## config.mk

```make
export PLATFORM = sky130hd
export DESIGN_NAME = mips_bus_arbiter
export DESIGN_NICKNAME = d
export VERILOG_FILES = /design/src/rtl/mips_bus_pkg.sv /design/src/rtl/mips_bus_arb_pick.sv /design/src/rtl/mips_bus_arbiter.sv
export SDC_FILE = /design/constraint.sdc
export NUM_CORES = 1
export LEC_CHECK = 0
export ABC_AREA = 1
export CAP_MARGIN = 15
export CORE_AREA = 2 2 106 108
export CTS_CLUSTER_SIZE = 16
export DETAILED_ROUTE_END_ITERATION = 6
export DIE_AREA = 0 0 108 110
export GPL_TIMING_DRIVEN = 0
export PLACE_DENSITY = 0.58
export SLEW_MARGIN = 20
export SYNTH_ARGS = -nofsm -noshare
export SYNTH_HDL_FRONTEND = slang
export SYNTH_HIERARCHICAL = 1
export SYNTH_SLANG_ARGS = --single-unit
```

## constraint.sdc

```tcl
create_clock -name clk -period 2.4 [get_ports clk]
set_clock_uncertainty 0.1 [all_clocks]
set_input_delay 0.48 -clock clk [delete_from_list [all_inputs] [get_ports clk]]
set_output_delay 0.48 -clock clk [all_outputs]
set_load 0.03 [all_outputs]
```

## src/rtl/mips_bus_pkg.sv

```systemverilog
// Shared types and constants for the MIPS Avalon-MM bus arbiter.
package mips_bus_pkg;

    typedef enum logic [1:0] {
        ARB_IDLE    = 2'd0,
        ARB_GRANT_I = 2'd1,
        ARB_GRANT_D = 2'd2
    } arb_state_t;

    localparam logic [9:0]  ARB_WATCHDOG_LIMIT = 10'd1023;
    localparam logic [31:0] ARB_TIMEOUT_DATA   = 32'hDEAD_BEEF;

endpackage

```

## src/rtl/mips_bus_arb_pick.sv

```systemverilog
// Combinational next-grant selection between the fetch (I) and load/store (D) requesters.
module mips_bus_arb_pick
    import mips_bus_pkg::*;
#(
    parameter int ROUND_ROBIN = 0
) (
    input  logic       req_i,
    input  logic       req_d,
    input  logic       last_d,
    output arb_state_t next_grant
);

    // D wins contention unless alternating priority is on and D was served last.
    always_comb begin
        next_grant = ARB_IDLE;
        if (req_d && (!req_i || (ROUND_ROBIN == 0) || !last_d)) begin
            next_grant = ARB_GRANT_D;
        end else if (req_i) begin
            next_grant = ARB_GRANT_I;
        end
    end

endmodule

```

## src/rtl/mips_bus_arbiter.sv

```systemverilog
// Two-port (fetch / load-store) Avalon-MM arbiter holding a registered grant per transaction.
// Optional stall watchdog and bus_timeout port: define MIPS_BUS_ARB_WATCHDOG_EN.
module mips_bus_arbiter
    import mips_bus_pkg::*;
#(
    parameter int ROUND_ROBIN = 0,
    parameter int ADDR_W      = 32
) (
    input  logic              clk,
    input  logic              reset,
    input  logic [ADDR_W-1:0] i_address,
    input  logic              i_read,
    output logic              i_waitrequest,
    output logic [31:0]       i_readdata,
    input  logic [ADDR_W-1:0] d_address,
    input  logic              d_read,
    input  logic              d_write,
    input  logic [31:0]       d_writedata,
    input  logic [3:0]        d_byteenable,
    output logic              d_waitrequest,
    output logic [31:0]       d_readdata,
    output logic [ADDR_W-1:0] address,
    output logic              read,
    output logic              write,
    output logic [31:0]       writedata,
    output logic [3:0]        byteenable,
    input  logic              waitrequest,
    input  logic [31:0]       readdata,
`ifdef MIPS_BUS_ARB_WATCHDOG_EN
    output logic              bus_timeout,
`endif
    output logic              grant_d,
    output arb_state_t        arb_state
);

    // Handshake: a port command is accepted on the first cycle it is presented while that
    // port's waitrequest is 0; the requester holds address/data/strobes stable until then.
    arb_state_t state;
    arb_state_t pick_grant;
    logic       last_d;
    logic       req_i, req_d, granted_req, bus_wait, done, timeout_hit;

    assign req_i = i_read;
    assign req_d = d_read | d_write;

    mips_bus_arb_pick #(.ROUND_ROBIN(ROUND_ROBIN)) u_pick (
        .req_i      (req_i),
        .req_d      (req_d),
        .last_d     (last_d),
        .next_grant (pick_grant)
    );

    always_comb begin
        granted_req = 1'b0;
        case (state)
            ARB_GRANT_I: granted_req = req_i;
            ARB_GRANT_D: granted_req = req_d;
            default:     granted_req = 1'b0;
        endcase
    end

`ifdef MIPS_BUS_ARB_WATCHDOG_EN
    logic [9:0] stall_cnt;

    assign timeout_hit = granted_req && (stall_cnt == ARB_WATCHDOG_LIMIT);

    // Counts consecutive stalled grant cycles; any non-stall cycle or IDLE clears it.
    always_ff @(posedge clk or negedge reset) begin
        if (!reset) begin
            stall_cnt   <= '0;
            bus_timeout <= 1'b0;
        end else begin
            if (granted_req && waitrequest && !timeout_hit) begin
                stall_cnt <= stall_cnt + 10'd1;
            end else begin
                stall_cnt <= '0;
            end
            if (timeout_hit) begin
                bus_timeout <= 1'b1;
            end
        end
    end
`else
    assign timeout_hit = 1'b0;
`endif

    // A watchdog expiry completes the transaction exactly like a real acknowledge.
    assign bus_wait = waitrequest & ~timeout_hit;
    assign done     = granted_req & ~bus_wait;

    always_ff @(posedge clk or negedge reset) begin
        if (!reset) begin
            state   <= ARB_IDLE;
            last_d  <= 1'b0;
            grant_d <= 1'b0;
        end else begin
            case (state)
                ARB_IDLE: begin
                    state   <= pick_grant;
                    grant_d <= (pick_grant == ARB_GRANT_D);
                end
                default: begin
                    if (!granted_req || done) begin
                        state   <= ARB_IDLE;
                        grant_d <= 1'b0;
                        if (done) begin
                            last_d <= (state == ARB_GRANT_D);
                        end
                    end
                end
            endcase
        end
    end

    always_comb begin
        address       = '0;
        read          = 1'b0;
        write         = 1'b0;
        writedata     = '0;
        byteenable    = '0;
        i_waitrequest = 1'b1;
        d_waitrequest = 1'b1;
        case (state)
            ARB_GRANT_I: begin
                address       = i_address;
                read          = i_read;
                byteenable    = 4'b1111;
                i_waitrequest = bus_wait;
            end
            ARB_GRANT_D: begin
                address       = d_address;
                read          = d_read;
                write         = d_write;
                writedata     = d_writedata;
                byteenable    = d_byteenable;
                d_waitrequest = bus_wait;
            end
            default: ;
        endcase
    end

    assign i_readdata = (timeout_hit && state == ARB_GRANT_I) ? ARB_TIMEOUT_DATA : readdata;
    assign d_readdata = (timeout_hit && state == ARB_GRANT_D) ? ARB_TIMEOUT_DATA : readdata;
    assign arb_state  = state;

endmodule

```

Word level (Yosys, flattened, before mapping)
Index checks and enable logic that the tools add are counted.

Register bits after elaboration: 3. Input bits: 138. Logic and storage cells: 26.

Equal/unequal tests: 3. Mux-type cells: 14. Bitwise logic cells: 3. Reduce and logical (&&, ||, !) cells: 4.

Operators with widths (number): case mux 32 bit (2 select lines) (1); 2-to-1 mux 32 bit (1); case mux 4 bit (2 select lines) (1); 2-to-1 mux 1 bit (6); 2-to-1 mux 2 bit (3); equality test 2 bit, second input constant (2); case mux 1 bit (2 select lines) (2); equality test 2 x 1 -> 1 bit, second input constant (1); zero test 2 bit (1); nonzero test 2 bit (1); AND 1 bit (1); zero test 1 bit (1); logical OR 1 bit (1); NOT 1 bit (1); OR 1 bit (1).

Logic depth before layout (Yosys ltp)
Depth after elaboration: 6. Gate-level depth with buffers: 7. Depth with buffers taken out: 6.

Cells and area by module
The synthesis kept the hierarchy.

Modules (own cells, without submodules): mips_bus_arbiter (instances 1, cells an instance 285, area each 1654.1 um^2, sequential area each 100.1 um^2); mips_bus_arb_pick (instances 1, cells an instance 3, area each 17.5 um^2, sequential area each 0.0 um^2).

Worst setup path after synthesis
OpenSTA, ideal clock, no wires.

Path kind: flip-flop to output port. From: register state[0], in the netlist arb_state[0]. To: output port address[19]. Arrival time: 1639 ps. Required time: 1820 ps. Setup slack: 181 ps. Stages on the path, launching flop included: 5. Path buffers: 0. Cells stage by stage: dfrtp_1 > inv_1 > ha_1 > inv_2 > a21oi_1.

Word-level cells in the longest chain between the ends: 2. Elaborated cells between the ends (all ways): 3. Those cells by class: 2 x eq/ne; 1 x mux.

RTL lines: from (decl) (RTL line mips_bus_arbiter.sv:38) `arb_state_t state;`; from (signal assigned) (RTL line mips_bus_arbiter.sv:99) `state <= pick_grant;`; equality test 2 bit / equality test 2 x 1 -> 1 bit (equally long branches) (RTL line mips_bus_arbiter.sv:123) `case (state)`; case mux 32 bit (2 select lines) (*) (RTL line mips_bus_arbiter.sv:123); to (decl) (RTL line mips_bus_arbiter.sv:22) `output logic [ADDR_W-1:0] address,`.

Every way passes the cells marked *; elsewhere a longest branch is shown, timed or not.

Final worst setup path
From: register state[0], in the netlist arb_state[0]. To: output port address[29].

The elaborated chain is that of the path after synthesis.

==> reports/summary.md <==
The run finished with clean final reports. The number of placed instances, taps included, is 666. The signed area change from the synthesized netlist to the final layout is 155%, and the number of top-level pins is 277. In this run the cell area of the synthesized design comes to 1620 um^2.

The number of setup buffers added after CTS is 0. Dividing the detail-routed wire length by the instance count gives 11.6 um. For the pin with the worst max-slew slack, the measured transition is 328 ps. Measured along the x axis, the die boundary spans 108 um. For the post-placement cell area, the log shows 4240 um^2.

For this run, the slowest stage of the critical path takes 400 ps. Ratio of cells with drive above 1 in the final layout: 33.2%. The tools report the H-tree depth reported by CTS as 1. Detailed placement finished with a half-perimeter wire length of 6.98 mm.

The detail route stage leaves a number of antenna-violating nets equal to 0. The worst-path maximum fanout is 10, and the initial detailed-routing violation count is 46. Static timing analysis puts the maximum clock frequency at 418 MHz. The iteration count of the initial detailed-routing pass is 4, and the worst hold margin is 341 ps.

Data on the critical path is required at its endpoint by 1820 ps. After layout, the worst setup slack is 9.10 ps. The total congestion overflow is 0. The run gives 11.3% as the aggregate global-route resource usage.

STA classifies the critical path startpoint as a register. Buffers inserted to repair hold after CTS numbered 0. The die area was 11900 um^2. The number of sinks handled by clock tree synthesis is 3, and the post-synthesis average cell area is 5.76 um^2. The non-filler instance count after layout is 670. The cell count after synthesis was 282; the number of core rows was 38. The type of the tightest min-delay check is in2async. After detailed routing, the number of remaining DRC violations is 0. The number of gates resized after CTS was 167.

The layout has 1152 filler cells. The worst reg2reg path depth came out at 7. The count of inserted antenna diode cells was 0. The path length in cells of the critical path was 6; the die height was 110 um.

The critical path contains buffers and inverters numbering 4 combined. Critical path class: reg2out. The tools report the worst setup slack before clock tree synthesis as -280 ps. In this run the standard cell core region covers 10700 um^2. Setup repair after global routing could not meet its margin everywhere.

The tools report the number of max-slew violations in the final report as 0. In this run, CTS created clock tree buffers numbering 3. The initial antenna violation count is 0, and the share of the cycle needed by the critical path after routing is 99.6%. Setup violations remaining at the end of the flow were counted as 0. Overall power after layout: 1.69 mW. Among all stages on the critical path, the largest delay is contributed by dfrtp_1.

The signal on the critical path passes through inv_1 -> ha_1 -> inv_4 -> buf_6 -> a21oi_2 -> clkdlybuf4s18_2. The vias per cell came out at 3.71. The number of input and output port buffers inserted was 244. The logs give 424 for the post-synth net total and 0 for the number of max-capacitance violations reported. The initial core utilization came out at 15.2%.

During synthesis, Yosys emitted a total of 6 warnings. The routed wire length is 7.80 mm, and the power density relative to cell area is 409 nW/um^2. TritonCTS built the clock tree. Root buffer cell: clkbuf_8. The run gives 2378 as the number of global-route vias before repair.

The tools report the worst max-slew margin expressed relative to the limit as 78.0%. Post-layout minimum cycle time: 2390 ps. The total via count after detailed routing was 2487. The congestion estimate from routability-driven global placement came to 0.763.

For the final design instance area without fill, the log shows 4140 um^2. The total number of nets in the final design came out at 673. STA classifies the critical path endpoint as an output port. In this run the deepest clock path goes through 2 buffers. VDD sags by at most 0.151 mV. The tools report the clock latency on the worst-skew pair as 220 ps. The logs give 11 for the maximum number of pins on one net before global-route repair and 10.9 mm for the global-route wire length before repair. The logs give 1.99 nW for the leakage component of the power and 0 for the number of failing hold endpoints at the final stage. Grouping stages by cell kind, the critical path spends the most delay in buffers and inverters. After clock tree synthesis, the clock-pin slew on the worst setup and hold paths is 30 ps.

Data on the critical path arrives at its endpoint at 1810 ps.
[metal layers]
layer	routed length (um)	up-vias	track usage, %
li1	-	1271	-
met1	2550	1068	11.2
met2	4270	144	23.3
met3	955	4	3.53
met4	24	0	1.83
met5	0	-	0
[layout by cell type, fill, tap and decap left out, types with 2 or more instances in the layout]
cell type	count
a21oi_1	7
dlygate4sd2_1	2
inv_1	38
ha_1	3
clkbuf_8	3
clkdlybuf4s18_2	3
buf_4	73
clkdlybuf4s15_2	16
clkdlybuf4s50_1	172
clkbuf_4	3
nand4_1	3
buf_2	17
nand2_1	110
clkbuf_2	22
buf_6	3
or2_2	2
dfrtp_1	3
a21oi_2	30
clkdlybuf4s15_1	13
[where the power goes]
part	internal, mW	switching, mW
Sequential	0.0589	0.00807
Clock	0.114	0.0371
Combinational	0.614	0.862
[per-stage QoR]
stage          util [%]  TNS [ps]
3_5_place_dp       39.6     -7410
4_1_cts            40.0     -6.95
6_report           38.7         0
5_1_grt            38.7     -1270
2_1_floorplan         -         0
3_3_place_gp       39.6     -7010
[final cells by class]
| class | instances | area [um^2] | share of cell area, % |
|---|---|---|---|
| Buffer | 80 | 604 | 14.6 |
| Sequential cell | 3 | 75.1 | 1.81 |
| Multi-Input combinational cell | 160 | 816 | 19.7 |
| Inverter | 39 | 149 | 3.60 |
| Timing Repair Buffer | 244 | 2270 | 55.0 |
| Tap cell | 140 | 175 | 4.23 |
| Clock buffer | 4 | 45.0 | 1.09 |
[sequential cells by signal, summed over array words and instances, names as in the netlist]
register / cells
grant_d: 1
arb_state: 2
[final timing paths]
check	startpoint	endpoint	slack, ps
max	arb_state[0]	address[29]	9
max reg2reg	arb_state[0]	arb_state[1]	1000
min	reset	arb_state[1]	340
min in group clk	grant_d	grant_d	430
max in group asynchronous	reset	arb_state[0]	1720
min reg2reg	grant_d	grant_d	430
(Power assumes the default switching activity.)
